## config.mk

```make
export PLATFORM = sky130hd
export DESIGN_NAME = register_uart_tx
export DESIGN_NICKNAME = d
export VERILOG_FILES = /design/src/rtl/reg_tx_pkg.sv /design/src/rtl/uart_tx_byte.sv /design/src/rtl/register_uart_tx.sv
export SDC_FILE = /design/constraint.sdc
export NUM_CORES = 1
export LEC_CHECK = 0
export ABC_AREA = 0
export ABC_CLOCK_PERIOD_IN_PS = 2360
export CAP_MARGIN = 15
export CORE_MARGIN = 1.5
export CORE_UTILIZATION = 30
export DETAILED_ROUTE_END_ITERATION = 8
export PLACE_DENSITY = 0.58
export SETUP_SLACK_MARGIN = 0.4
export SLEW_MARGIN = 20
export SYNTH_ARGS = -nofsm -noshare
export SYNTH_HDL_FRONTEND = slang
export SYNTH_SLANG_ARGS = --single-unit
```

## constraint.sdc

```tcl
create_clock -name clk -period 2.36 [get_ports clk]
set_input_delay 0.472 -clock clk [delete_from_list [all_inputs] [get_ports clk]]
set_output_delay 0.472 -clock clk [all_outputs]
set_load 0.01 [all_outputs]
```

## src/rtl/reg_tx_pkg.sv

```systemverilog
// Shared types and field layout for the register-image UART transmitter.
package reg_tx_pkg;

  typedef enum logic [2:0] {
    ST_IDLE,
    ST_START,
    ST_DATA,
    ST_STOP,
    ST_SKIP,
    ST_DONE
  } state_e;

  localparam int BANK_BIT    = 7;
  localparam int ADDR_MSB    = 6;
  localparam int ADDR_LSB    = 4;
  localparam int DATA_MSB    = 3;
  localparam int NUM_NIBBLES = 16;

  // Wire byte: bank in bit7, address in bits6:4, data nibble in bits3:0.
  function automatic logic [7:0] pack_byte(input logic [3:0] idx, input logic [3:0] nib);
    logic [7:0] b;
    b                    = '0;
    b[BANK_BIT]          = idx[3];
    b[ADDR_MSB:ADDR_LSB] = idx[2:0];
    b[DATA_MSB:0]        = nib;
    return b;
  endfunction

endpackage

```

## src/rtl/uart_tx_byte.sv

```systemverilog
// 8N1 byte serializer: baud counter plus LSB-first shift register.
// byte_ready_o is also high in the last stop-bit cycle so a new byte can
// follow with no idle gap.
module uart_tx_byte
  import reg_tx_pkg::*;
#(
  parameter int unsigned BAUD_DIV = 1250
) (
  input  logic       clk_i,
  input  logic       rst_ni,
  input  logic       byte_valid_i,
  input  logic [7:0] byte_i,
  output logic       byte_ready_o,
  output logic       byte_done_o,
  output logic       tx_o
);

  localparam logic [15:0] RELOAD = 16'(BAUD_DIV - 1);

  state_e      phase_q, phase_d;
  logic [15:0] cnt_q, cnt_d;
  logic [2:0]  bit_q, bit_d;
  logic [7:0]  sh_q, sh_d;
  logic        tx_q, tx_d;
  logic        tick;

  assign tick         = (cnt_q == '0);
  assign byte_done_o  = (phase_q == ST_STOP) && tick;
  assign byte_ready_o = (phase_q == ST_IDLE) || byte_done_o;
  assign tx_o         = tx_q;

  // Next-state: count each bit down, advance start -> data -> stop, load on handshake.
  always_comb begin
    phase_d = phase_q;
    cnt_d   = cnt_q;
    bit_d   = bit_q;
    sh_d    = sh_q;
    tx_d    = tx_q;
    if (phase_q != ST_IDLE) cnt_d = tick ? RELOAD : cnt_q - 16'd1;
    case (phase_q)
      ST_START: if (tick) begin
        phase_d = ST_DATA;
        tx_d    = sh_q[0];
        bit_d   = '0;
      end
      ST_DATA: if (tick) begin
        if (bit_q == 3'd7) begin
          phase_d = ST_STOP;
          tx_d    = 1'b1;
        end else begin
          bit_d = bit_q + 3'd1;
          sh_d  = {1'b0, sh_q[7:1]};
          tx_d  = sh_q[1];
        end
      end
      ST_STOP: if (tick) begin
        phase_d = ST_IDLE;
        cnt_d   = '0;
      end
      default: ;
    endcase
    if (byte_valid_i && byte_ready_o) begin
      phase_d = ST_START;
      cnt_d   = RELOAD;
      sh_d    = byte_i;
      bit_d   = '0;
      tx_d    = 1'b0;
    end
  end

  // Serializer state; line idles high and snaps high on reset.
  always_ff @(posedge clk_i or negedge rst_ni) begin
    if (!rst_ni) begin
      phase_q <= ST_IDLE;
      cnt_q   <= '0;
      bit_q   <= '0;
      sh_q    <= '0;
      tx_q    <= 1'b1;
    end else begin
      phase_q <= phase_d;
      cnt_q   <= cnt_d;
      bit_q   <= bit_d;
      sh_q    <= sh_d;
      tx_q    <= tx_d;
    end
  end

endmodule

```

## src/rtl/register_uart_tx.sv

```systemverilog
// Register-image UART transmitter: snapshots 16 nibbles and streams them as
// {bank, addr, nibble} bytes back-to-back over 8N1.
// Optional REG_TX_DELTA_EN: only nibbles that changed since last sent go out;
// each skipped nibble costs one cycle in ST_SKIP.
// At this level ST_START means "a frame is in flight"; the bit-level
// START/DATA/STOP sequencing lives in uart_tx_byte.
module register_uart_tx
  import reg_tx_pkg::*;
#(
  parameter int unsigned BAUD_DIV = 1250
) (
  input  logic        clk,
  input  logic        rst_n,
  input  logic [63:0] reg_data,
  input  logic        dump_req,
  output logic        tx,
  output logic        busy,
  output logic        done
);

  state_e      state_q, state_d;
  logic [3:0]  idx_q, idx_d;
  logic [63:0] shadow_q, shadow_d;
  logic        pending_q, pending_d;

  logic        eng_ready, eng_done, load, accept, cand_need;
  logic [3:0]  nxt_idx, cand_idx, cand_val;

  // A new dump starts from IDLE on request, or straight out of DONE when one is queued.
  assign accept   = eng_ready &&
                    (((state_q == ST_IDLE) && dump_req) ||
                     ((state_q == ST_DONE) && (pending_q || dump_req)));
  assign nxt_idx  = idx_q + 4'd1;
  // Candidate nibble for the next load: nibble 0 of live data on accept, else next shadow nibble.
  assign cand_idx = accept ? 4'd0 : nxt_idx;
  assign cand_val = accept ? reg_data[3:0] : shadow_q[4*nxt_idx +: 4];

`ifdef REG_TX_DELTA_EN
  logic [63:0] last_q, last_d;
  logic [15:0] mask_q, mask_d;

  assign cand_need = !mask_q[cand_idx] || (last_q[4*cand_idx +: 4] != cand_val);

  // Record every nibble as it is handed to the serializer.
  always_comb begin
    last_d = last_q;
    mask_d = mask_q;
    if (load) begin
      last_d[4*cand_idx +: 4] = cand_val;
      mask_d[cand_idx]        = 1'b1;
    end
  end

  // Last-sent image and valid mask.
  always_ff @(posedge clk or negedge rst_n) begin
    if (!rst_n) begin
      last_q <= '0;
      mask_q <= '0;
    end else begin
      last_q <= last_d;
      mask_q <= mask_d;
    end
  end
`else
  assign cand_need = 1'b1;
`endif

  // Dump sequencer: accept, walk nibbles 0..15 sending or skipping, pulse done.
  always_comb begin
    state_d  = state_q;
    idx_d    = idx_q;
    shadow_d = shadow_q;
    load     = 1'b0;
    case (state_q)
      ST_IDLE, ST_DONE: begin
        if (accept) begin
          shadow_d = reg_data;
          idx_d    = '0;
          load     = cand_need;
          state_d  = cand_need ? ST_START : ST_SKIP;
        end else begin
          state_d = ST_IDLE;
        end
      end
      ST_START, ST_SKIP: begin
        if ((state_q == ST_SKIP) || eng_done) begin
          if (idx_q == 4'(NUM_NIBBLES - 1)) begin
            state_d = ST_DONE;
          end else begin
            idx_d   = nxt_idx;
            load    = cand_need;
            state_d = cand_need ? ST_START : ST_SKIP;
          end
        end
      end
      default: state_d = ST_IDLE;
    endcase
  end

  // One queued request at most; any request seen while not idle lands here.
  always_comb begin
    pending_d = pending_q;
    if (accept)                             pending_d = 1'b0;
    else if (dump_req && state_q != ST_IDLE) pending_d = 1'b1;
  end

  // Sequencer registers.
  always_ff @(posedge clk or negedge rst_n) begin
    if (!rst_n) begin
      state_q   <= ST_IDLE;
      idx_q     <= '0;
      shadow_q  <= '0;
      pending_q <= 1'b0;
    end else begin
      state_q   <= state_d;
      idx_q     <= idx_d;
      shadow_q  <= shadow_d;
      pending_q <= pending_d;
    end
  end

  uart_tx_byte #(.BAUD_DIV(BAUD_DIV)) u_byte (
    .clk_i        (clk),
    .rst_ni       (rst_n),
    .byte_valid_i (load),
    .byte_i       (pack_byte(cand_idx, cand_val)),
    .byte_ready_o (eng_ready),
    .byte_done_o  (eng_done),
    .tx_o         (tx)
  );

  assign busy = (state_q != ST_IDLE) && (state_q != ST_DONE);
  assign done = (state_q == ST_DONE);

endmodule

```

==> results of run 1 <==
[power by group through the flow]
stage	clock (mW)	combinational [mW]	sequential, mW
2_1_floorplan	0	0.00249	1.76
3_3_place_gp	0	0.161	1.76
3_5_place_dp	0	0.164	1.76
4_1_cts	1.66	0.165	1.73
5_1_grt	1.73	0.177	1.73
6_report	1.62	0.162	1.73
[timing repair]
action | CTS | global route
setup buffers | 18 | 5
pin swaps | 23 | 13
setup endpoints to repair | 103 | 101
cloned | 6 | 5
gates resized for setup | 58 | 37
[path summary, 6_finish.rpt]
path / to / cells after the start / from / slack, ps
max: shadow_q[52] / 8 / u_byte.phase_q[1] / 2
min in group clk: shadow_q[36] / 1 / shadow_q[36] / 500
max reg2reg: shadow_q[52] / 8 / u_byte.phase_q[1] / 2
min: shadow_q[45] / 1 / rst_n / 130
max in group asynchronous: shadow_q[22] / 2 / rst_n / 1620
min reg2reg: shadow_q[36] / 1 / shadow_q[36] / 500
[registers in the layout, indices dropped and copies added, names as in the netlist]
signal	cells
shadow_q	64
u_byte.cnt_q	16
u_byte.sh_q	8
idx_q	4
u_byte.bit_q	3
state_q	2
u_byte.phase_q	2
pending_q	1
u_byte.tx_o	1
[layer usage]
metal  part of all wire, %  GRT usage, %  wire length (um)
met1                    43          18.6              5440
met2                    51          24.9              6360
met3                   3.4          2.72               424
met4                   2.5          6.65               310
met5                     0             0                 0
[cells in the mapped netlist (3+ instances only)]
cell / instances
or4_1: 3
or2_2: 3
dfrtp_1: 100
nor3_1: 6
nor4_1: 4
nand2_1: 8
clkbuf_1: 11
a211oi_1: 3
nor2_1: 25
mux2i_1: 29
xnor2_1: 9
nand3_1: 10
or3_1: 5
o32ai_1: 3
buf_2: 3
inv_1: 19
mux2_2: 64
ha_1: 13
mux4_2: 16
o21ai_0: 18
xor2_1: 5
a21oi_1: 6
[metrics by stage]
step	worst slack, ps	power [mW]	instances
after CTS	9.67	3.56	739
after detailed placement	-172	1.93	701
after floorplan	55.5	1.77	396
after global routing	-79.4	3.64	749
final	2.45	3.51	749
after global placement	-65.4	1.92	701
[cells by family (layout without fill, tap and decap cells)]
| group | Yosys count | after routing | share of synthesized area, % |
|---|---|---|---|
| compound gates | 46 | 46 | 5.95 |
| fa+ha+maj | 13 | 13 | 3.22 |
| buf+inv | 36 | 167 | 2.98 |
| flops | 101 | 101 | 50.1 |
| simple gates | 77 | 79 | 8.11 |
| xor+xnor | 14 | 14 | 2.43 |
| mux | 109 | 109 | 27.2 |
[final cells by class]
type | count | share of cell area (%)
multi-input combinational | 261 | 36.2
sequential | 101 | 34.5
timing repair buffer | 134 | 20.1
tap | 220 | 3.76
clock buffer | 11 | 3.45
inverter | 19 | 1.01
clock inverter | 3 | 0.940
[layout by cell type (no fill, tap or decap), types with 3 or more instances in the layout]
| cell type | count |
|---|---|
| buf_16 | 3 |
| a21oi_1 | 5 |
| mux2_2 | 57 |
| or2_4 | 3 |
| o21ai_1 | 5 |
| nor4_4 | 3 |
| dfrtp_1 | 100 |
| buf_4 | 34 |
| nor3_1 | 5 |
| xor2_1 | 5 |
| inv_1 | 15 |
| inv_2 | 3 |
| buf_12 | 7 |
| o21ai_2 | 7 |
| nor2_1 | 18 |
| nand3_1 | 7 |
| nand2_1 | 7 |
| or3_1 | 3 |
| buf_8 | 4 |
| xnor2_1 | 9 |
| ha_1 | 9 |
| nor2_2 | 6 |
| o21ai_0 | 6 |
| clkbuf_16 | 13 |
| mux4_2 | 16 |
| clkdlybuf4s50_1 | 66 |
| ha_4 | 3 |
| mux2_4 | 7 |
| buf_6 | 14 |
| mux2i_1 | 29 |
| nand3_2 | 3 |
| or4_4 | 3 |
[worst register-to-register path, stage by stage, from the launching register on]
cell,delay (ps)
dfrtp_1,350
ha_2,180
or4b_4,470
nor4_4,320
buf_6,180
o21ai_4,110
buf_12,200
clkbuf_16,160
mux2_2,270
==> impl_metrics.env, run 1 <==
export IMPL_outcome="finished, final reports clean"
export IMPL_synth_cell_types=50
export IMPL_cts_buffer_depth=2
export IMPL_drv_cap=0
export IMPL_synth_nets=476
export IMPL_cp_top_family="simple AND/OR/NAND/NOR gates"
export IMPL_fp_dieW_um=133
export IMPL_vias=3584
export IMPL_port_buffers=69
export IMPL_drv_slew=0
export IMPL_ys_warn_count=0
export IMPL_synth_top_area_share_pct=49.6
export IMPL_clock_latency_ps=350
export IMPL_rsz0062_at_grt="true"
export IMPL_io_pins=70
export IMPL_grt_overflow_total=0
export IMPL_cts_sinks=101
export IMPL_relSlewSlack_pct=44.5
export IMPL_drt_first_pass_iters=4
export IMPL_cts_tree="built"
export IMPL_worst_slew_pin_slew_ps=831
export IMPL_cp_num_buf_inv=3
export IMPL_p_comb_share_pct=4.6
export IMPL_worst_ep_arrival_time_ps=2590
export IMPL_grt_max_degree=45
export IMPL_ys_flop_type="dfrtp_1"
export IMPL_cpPeakStageDelay_ps=470
export IMPL_cts_root_buffer="clkbuf_16"
export IMPL_p_leak_nw=3.31
export IMPL_cp_end_kind="register"
export IMPL_grt_usage_pct=14.8
export IMPL_cp_required_ps=2590
export IMPL_synth_avg_cell_area_sq_um=12.7
export IMPL_grt_first_pass_wirelength_mm=20.2
export IMPL_gp_congestion=0.758
export IMPL_avgViaCountPerCell=4.79
export IMPL_setup_viol=0
export IMPL_path_max_fanout=7
export IMPL_wirelength_mm=12.5
export IMPL_antenna_found_initial=0
export IMPL_multi_input_area_sq_mm=0.00265
export IMPL_place_area_sq_mm=0.00628
export IMPL_design_area_sq_mm=0.00732
export IMPL_setup_tns_ps=0
export IMPL_netlist_top_cells_area="dfrtp_1 50%, mux2_2 14%, mux4_2 7.1%"
export IMPL_synth_largest_area_cell="dfrtp_1"
export IMPL_synth_edf_count=0
export IMPL_max_vdd_ir_drop_mv=0.327
export IMPL_p_int_mw=2.81
export IMPL_core_area_sq_mm=0.0165
export IMPL_crit_path_start_kind="register"
export IMPL_ctsHtreeMaxLevel=3
export IMPL_syn_cell_area_sq_mm=0.00504
export IMPL_drc_errors=0
export IMPL_p_sw_mw=0.696
export IMPL_fin_nets=606
export IMPL_avgRoutedWirePerCell_um=16.7
export IMPL_ctsHoldBuffers=0
export IMPL_die_y_um=133
export IMPL_ant_nets=0
export IMPL_drive_above_1_share_pct=40.6
export IMPL_dr_first_iter_drc_count=230
export IMPL_final_core_util_pct=44.3
export IMPL_grt_pass1_vias=3886
export IMPL_row_count=47
export IMPL_dpl_hpwl_mm=8.30
export IMPL_regArea_sq_mm=0.00253
export IMPL_period_minus_slack_ps=2360
export IMPL_fillers=1457
export IMPL_power_share_sequential_pct=49.3
export IMPL_ys_seq_area_share_pct=50.1
export IMPL_fmax_mhz=424
export IMPL_pwr_share_clk_pct=46.1
export IMPL_synth_async_reset_ratio_pct=100
export IMPL_syn_inst=396
export IMPL_hold_viol=0
export IMPL_switching_share_pct=19.8
export IMPL_start_util_pct=30.5
export IMPL_area_growth_synth_to_final_pct=45.1
export IMPL_cellPowerDensity_mw_per_mm2=479
export IMPL_whs_ps=133
export IMPL_diodes=0
export IMPL_critPathKind="reg -> reg"
export IMPL_worstPathCellList="ha_2 -> or4b_4 -> nor4_4 -> buf_6 -> o21ai_4 -> buf_12 -> clkbuf_16 -> mux2_2"
export IMPL_cts_buffers=9
export IMPL_cp_slowest_cell="or4b_4"
export IMPL_hold_path_class="in -> async"
export IMPL_path_clk_slew_ps=60
export IMPL_fin_skew_ps=7.28
export IMPL_ys_ff_latch=101
export IMPL_dieArea_sq_mm=0.0176
export IMPL_finalCritPeriodShare_pct=99.9
Note: power is estimated with default switching activity, not from simulation.
==> run 2, diff against run 1 <==
Settings changed: PLACE_DENSITY 0.58 to 0.54.
==> impl_metrics.env, run 2 (same netlist as run 1, synthesis figures left out) <==
export IMPL_outcome="finished, final reports clean"
export IMPL_diodes=0
export IMPL_crit_top_cell="mux2i_1"
export IMPL_ctsHtreeMaxLevel=3
export IMPL_critPathKind="reg -> reg"
export IMPL_rsz0062_at_grt="true"
export IMPL_io_pins=70
export IMPL_p_comb_share_pct=4.8
export IMPL_cts_sinks=101
export IMPL_antenna_found_initial=0
export IMPL_whs_ps=91.2
export IMPL_area_growth_synth_to_final_pct=42.9
export IMPL_drt_first_pass_iters=4
export IMPL_core_area_sq_mm=0.0165
export IMPL_final_cells=748
export IMPL_regMostFlops="shadow_q"
export IMPL_cp_top_family="simple AND/OR/NAND/NOR gates"
export IMPL_grt_max_degree=46
export IMPL_dr_first_iter_drc_count=175
export IMPL_grt_first_pass_wirelength_mm=19.2
export IMPL_grt_overflow_total=0
export IMPL_dpl_hpwl_mm=8.33
export IMPL_p_sw_mw=0.709
export IMPL_cellPowerDensity_mw_per_mm2=456
export IMPL_row_count=47
export IMPL_fin_skew_ps=8.16
export IMPL_worst_ep_arrival_time_ps=2570
export IMPL_cts_root_buffer="clkbuf_16"
export IMPL_die_y_um=133
export IMPL_r2r_cells=8
export IMPL_place_inst=712
export IMPL_port_buffers=69
export IMPL_cp_num_buf_inv=2
export IMPL_dieArea_sq_mm=0.0176
export IMPL_crit_cells=8
export IMPL_cts_tree="built"
export IMPL_hold_viol=0
export IMPL_power_share_sequential_pct=52.6
export IMPL_cp_slowest_cell="or4b_4"
export IMPL_p_leak_nw=3.22
export IMPL_finalCritPeriodShare_pct=99.5
export IMPL_wirelength_mm=12.0
export IMPL_relSlewSlack_pct=63.1
export IMPL_cp_required_ps=2590
export IMPL_fmax_mhz=426
export IMPL_vias=3568
export IMPL_path_clk_slew_ps=70
export IMPL_grt_pass1_vias=3675
export IMPL_start_util_pct=30.5
export IMPL_path_max_fanout=8
export IMPL_fin_nets=603
export IMPL_cp_end_kind="register"
export IMPL_largest_register_ffs=64
export IMPL_drc_errors=0
export IMPL_avgRoutedWirePerCell_um=16.0
export IMPL_fp_dieW_um=133
export IMPL_clock_latency_ps=350
export IMPL_worstPathCellList="inv_1 -> ha_1 -> or4b_4 -> or4_4 -> nor3b_2 -> buf_6 -> mux2i_1 -> mux2i_1"
export IMPL_power_mw=3.29
export IMPL_cpPeakStageDelay_ps=490
export IMPL_cts_buffer_depth=2
export IMPL_pwr_share_clk_pct=42.6
export IMPL_p_int_mw=2.58
export IMPL_grt_usage_pct=13.9
export IMPL_gp_congestion=0.766
export IMPL_ant_nets=0
export IMPL_avgViaCountPerCell=4.77
export IMPL_cts_buffers=9
export IMPL_drv_slew=0
export IMPL_setup_viol=0
export IMPL_layout_commonest_cell="dfrtp_1"
export IMPL_switching_share_pct=21.6
export IMPL_crit_path_start_kind="register"
export IMPL_final_cell_mix="100 x dfrtp_1, 65 x clkdlybuf4s50_1, 57 x mux2_2"
export IMPL_reg_top3="shadow_q (64), u_byte.cnt_q (16), u_byte.sh_q (8)"
export IMPL_max_vdd_ir_drop_mv=0.327
export IMPL_worst_slew_pin_slew_ps=549
export IMPL_drive_above_1_share_pct=40.5
export IMPL_period_minus_slack_ps=2350
export IMPL_hold_path_class="in -> async"
export IMPL_drv_cap=0
==> run 2: cell types whose count changed in the layout (fill, tap and decap cells not counted), moves of 3 or more <==
cell	before	now
inv_1	15	18
buf_4	34	41
clkinv_4	0	3
buf_16	3	0
nor2_1	18	15
nor2_4	2	5
buf_8	4	1
==> run 2: final timing paths <==
check,start,endpoint,slack (ps)
worst min register to register,shadow_q[12],shadow_q[12],500
max in group asynchronous,rst_n,u_byte.phase_q[0],1560
worst max-delay path,u_byte.cnt_q[0],u_byte.sh_q[2],10
min in group clk,shadow_q[12],shadow_q[12],500
worst max register to register,u_byte.cnt_q[0],u_byte.sh_q[2],10
worst min-delay path,rst_n,u_byte.bit_q[0],90
==> run 2: cell type report <==
type / instances / area [sq um]
Tap cell: 220 / 275
Fill cell: 1514 / 9320
Clock buffer: 11 / 243
Sequential cell: 101 / 2530
Inverter: 19 / 71.3
Clock inverter: 5 / 36.3
Multi-Input combinational cell: 261 / 2720
Timing Repair Buffer: 131 / 1330
==> run 2: per-stage QoR <==
stage                     util (%)  worst slack (ps)  cell area, sq um  TNS (ps)
after floorplan                  -              55.5              5130         0
after global placement        38.5             -10.7              6350     -30.9
after detailed placement      38.5             -62.5              6350      -305
after CTS                     41.2             -7.96              6810     -18.0
after global routing          43.6             -93.6              7210      -566
final                         43.6              12.5              7210         0
==> run 2: per-layer routing <==
| layer | GRT usage, % | vias to the layer above | routed length (um) |
|---|---|---|---|
| met1 | 18.9 | 1793 | 5540 |
| met5 | 0 | - | 0 |
| met4 | 4.40 | 0 | 117 |
| met2 | 21.9 | 71 | 5840 |
| met3 | 3.52 | 8 | 465 |
| li1 | - | 1696 | - |
==> run 2: repair_timing <==
action | in CTS | in global routing
cloned | 2 | 5
hold buffers | 0 | 0
endpoints found under the setup margin | 103 | 102
pin swaps | 9 | 25
resized for setup | 28 | 70
buffers inserted | 7 | 6
==> run 2: power by group through the flow <==
stage / sequential (mW) / combinational [mW] / clock, mW
after CTS: 1.73 / 0.161 / 1.45
final: 1.73 / 0.157 / 1.40
after floorplan: 1.76 / 0.00249 / 0
after global routing: 1.73 / 0.172 / 1.53
after detailed placement: 1.76 / 0.161 / 0
after global placement: 1.76 / 0.161 / 0
==> run 3, diff against run 2 <==
Settings changed: CORE_ASPECT_RATIO set to 2.
==> impl_metrics.env, run 3 (same netlist as run 1, synthesis figures left out) <==
export IMPL_outcome="finished with violations"
export IMPL_violations="setup timing"
export IMPL_p_sw_mw=0.735
export IMPL_drive_above_1_share_pct=37.0
export IMPL_path_max_fanout=16
export IMPL_worstPathCellList="inv_2 -> ha_4 -> or4b_4 -> buf_4 -> nor4_4 -> buf_4 -> buf_6 -> o21ai_4 -> clkbuf_16 -> mux2_2"
export IMPL_gp_congestion=0.767
export IMPL_final_core_util_pct=42.5
export IMPL_grt_max_degree=102
export IMPL_fp_dieW_um=94.7
export IMPL_cts_tree="built"
export IMPL_diodes=0
export IMPL_dr_first_iter_drc_count=109
export IMPL_regArea_sq_mm=0.00253
export IMPL_avgViaCountPerCell=4.84
export IMPL_area_growth_synth_to_final_pct=37.6
export IMPL_multi_input_area_sq_mm=0.00259
export IMPL_r2r_end="shadow_q[44]"
export IMPL_hold_viol=0
export IMPL_port_buffers=69
export IMPL_path_clk_slew_ps=70
export IMPL_grt_first_pass_wirelength_mm=20.4
export IMPL_final_cell_mix="100 x dfrtp_1, 66 x clkdlybuf4s50_1, 63 x mux2_2"
export IMPL_r2r_cells=10
export IMPL_use_met3_pct=2.16
export IMPL_rsz0062_at_grt="true"
export IMPL_largest_register_ffs=64
export IMPL_p_leak_nw=3.12
export IMPL_fillers=1530
export IMPL_max_vdd_ir_drop_mv=0.319
export IMPL_use_met1_pct=16.6
export IMPL_critPathKind="reg -> reg"
export IMPL_vias=3510
export IMPL_final_cells=725
export IMPL_setup_ws_ps=-89.3
export IMPL_cellPowerDensity_mw_per_mm2=490
export IMPL_grt_busiest_layer="met2"
export IMPL_cp_required_ps=2590
export IMPL_core_area_sq_mm=0.0164
export IMPL_drv_cap=0
export IMPL_crit_start="u_byte.cnt_q[0]"
export IMPL_fin_skew_ps=9.54
export IMPL_ant_nets=0
export IMPL_cp_end_kind="register"
export IMPL_grt_use_met2_pct=28.4
export IMPL_power_share_sequential_pct=50.9
export IMPL_die_y_um=186
export IMPL_clock_latency_ps=350
export IMPL_crit_path_start_kind="register"
export IMPL_crit_top_cell="buf_4"
export IMPL_worst_slew_pin_slew_ps=595
export IMPL_place_inst=691
export IMPL_p_int_mw=2.66
export IMPL_regToRegSetupSlack_ps=-90
export IMPL_start_util_pct=30.9
export IMPL_finalCritPeriodShare_pct=104
export IMPL_fmax_mhz=408
export IMPL_drv_slew=0
export IMPL_cpPeakStageDelay_ps=470
export IMPL_pwr_share_clk_pct=44.6
export IMPL_cp_top_family="buffers and inverters"
export IMPL_row_count=66
export IMPL_drc_errors=0
export IMPL_ctsHtreeMaxLevel=3
export IMPL_cts_sinks=101
export IMPL_cts_root_buffer="clkbuf_16"
export IMPL_worst_ep_arrival_time_ps=2680
export IMPL_dpl_hpwl_mm=8.74
export IMPL_setup_viol=74
export IMPL_antenna_found_initial=0
export IMPL_cts_buffer_depth=2
export IMPL_layout_commonest_cell="dfrtp_1"
export IMPL_dieArea_sq_mm=0.0177
export IMPL_regMostFlops="shadow_q"
export IMPL_grt_pass1_vias=3878
export IMPL_avgRoutedWirePerCell_um=17.3
export IMPL_reg_top3="shadow_q (64), u_byte.cnt_q (16), u_byte.sh_q (8)"
export IMPL_cp_num_buf_inv=5
export IMPL_drt_first_pass_iters=4
export IMPL_wirelength_mm=12.6
export IMPL_grt_overflow_total=0
export IMPL_relSlewSlack_pct=60.3
export IMPL_grt_usage_pct=15.0
export IMPL_hold_path_class="in -> async"
export IMPL_rr_startpoint="u_byte.cnt_q[0]"
export IMPL_fin_nets=596
export IMPL_period_minus_slack_ps=2450
export IMPL_switching_share_pct=21.6
export IMPL_cp_slowest_cell="or4b_4"
export IMPL_io_pins=70
export IMPL_cts_buffers=9
export IMPL_p_comb_share_pct=4.5
-- run 3: cell count changes in the layout (fill, tap and decap cells not counted), sizes merged, moves of 2 or more --
cell	before	now
clkbuf	14	12
inv	19	21
clkinv	5	2
buf	60	55
-- run 3: layer usage --
metal / wire length [um] / up-vias
li1: - / 1677
met1: 4780 / 1770
met2: 7330 / 50
met3: 253 / 13
met4: 189 / 0
met5: 0 / -
-- run 3: power by group through the flow --
| stage | clock [mW] | sequential [mW] | combinational [mW] |
|---|---|---|---|
| after floorplan | 0 | 1.76 | 0.00249 |
| after global placement | 0 | 1.76 | 0.158 |
| after detailed placement | 0 | 1.76 | 0.160 |
| after CTS | 1.56 | 1.73 | 0.161 |
| after global routing | 1.63 | 1.73 | 0.169 |
| final | 1.52 | 1.73 | 0.154 |
-- run 3: timing repair --
action / 4_1_cts / 5_1_grt
gates resized for setup: 47 / 9
gates cloned: 3 / 1
setup buffers: 8 / 6
hold buffers: 0 / 0
endpoints found under the hold margin: 0 / 0
pin swaps: 6 / 5
setup endpoints to repair: 103 / 102
-- run 3: stage by stage --
| step | total power, mW | setup TNS [ps] | instance area [sq um] | setup slack (ps) | hold slack, ps |
|---|---|---|---|---|---|
| 2_1_floorplan | 1.77 | 0 | 5130 | 55.5 | 176 |
| 3_3_place_gp | 1.92 | -3160 | 6310 | -304 | 479 |
| 3_5_place_dp | 1.92 | -4380 | 6310 | -290 | 487 |
| 4_1_cts | 3.45 | -1690 | 6860 | -50.1 | 214 |
| 5_1_grt | 3.53 | -11510 | 6940 | -176 | 221 |
| 6_report | 3.40 | -4480 | 6940 | -89.3 | 173 |
-- run 3: worst register-to-register path: stages, from the launching register on --
cell and delay [ps]:
dfrtp_1 390, inv_2 80, ha_4 140, or4b_4 470
buf_4 160, nor4_4 180, buf_4 180, buf_6 110
o21ai_4 110, clkbuf_16 250, mux2_2 280
-- run 3: how the worst max path moves through the flow --
stage                             end  slack [ps]  cells past startpoint
finish                   shadow_q[44]         -90                     10
global route           u_byte.sh_q[2]        -180                      8
CTS                    u_byte.sh_q[2]         -50                      8
detailed placement  u_byte.phase_q[1]        -290                      9
floorplan             u_byte.bit_q[0]          60                      6
global placement      u_byte.bit_q[2]        -300                      9
-- run 3: area by class of cell --
type | instances | share of cell area (%)
Sequential cell | 101 | 36.4
Tap cell | 204 | 3.68
Inverter | 19 | 1.03
Clock buffer | 10 | 3.30
Clock inverter | 6 | 1.03
Multi-Input combinational cell | 261 | 37.2
Timing Repair Buffer | 124 | 17.3
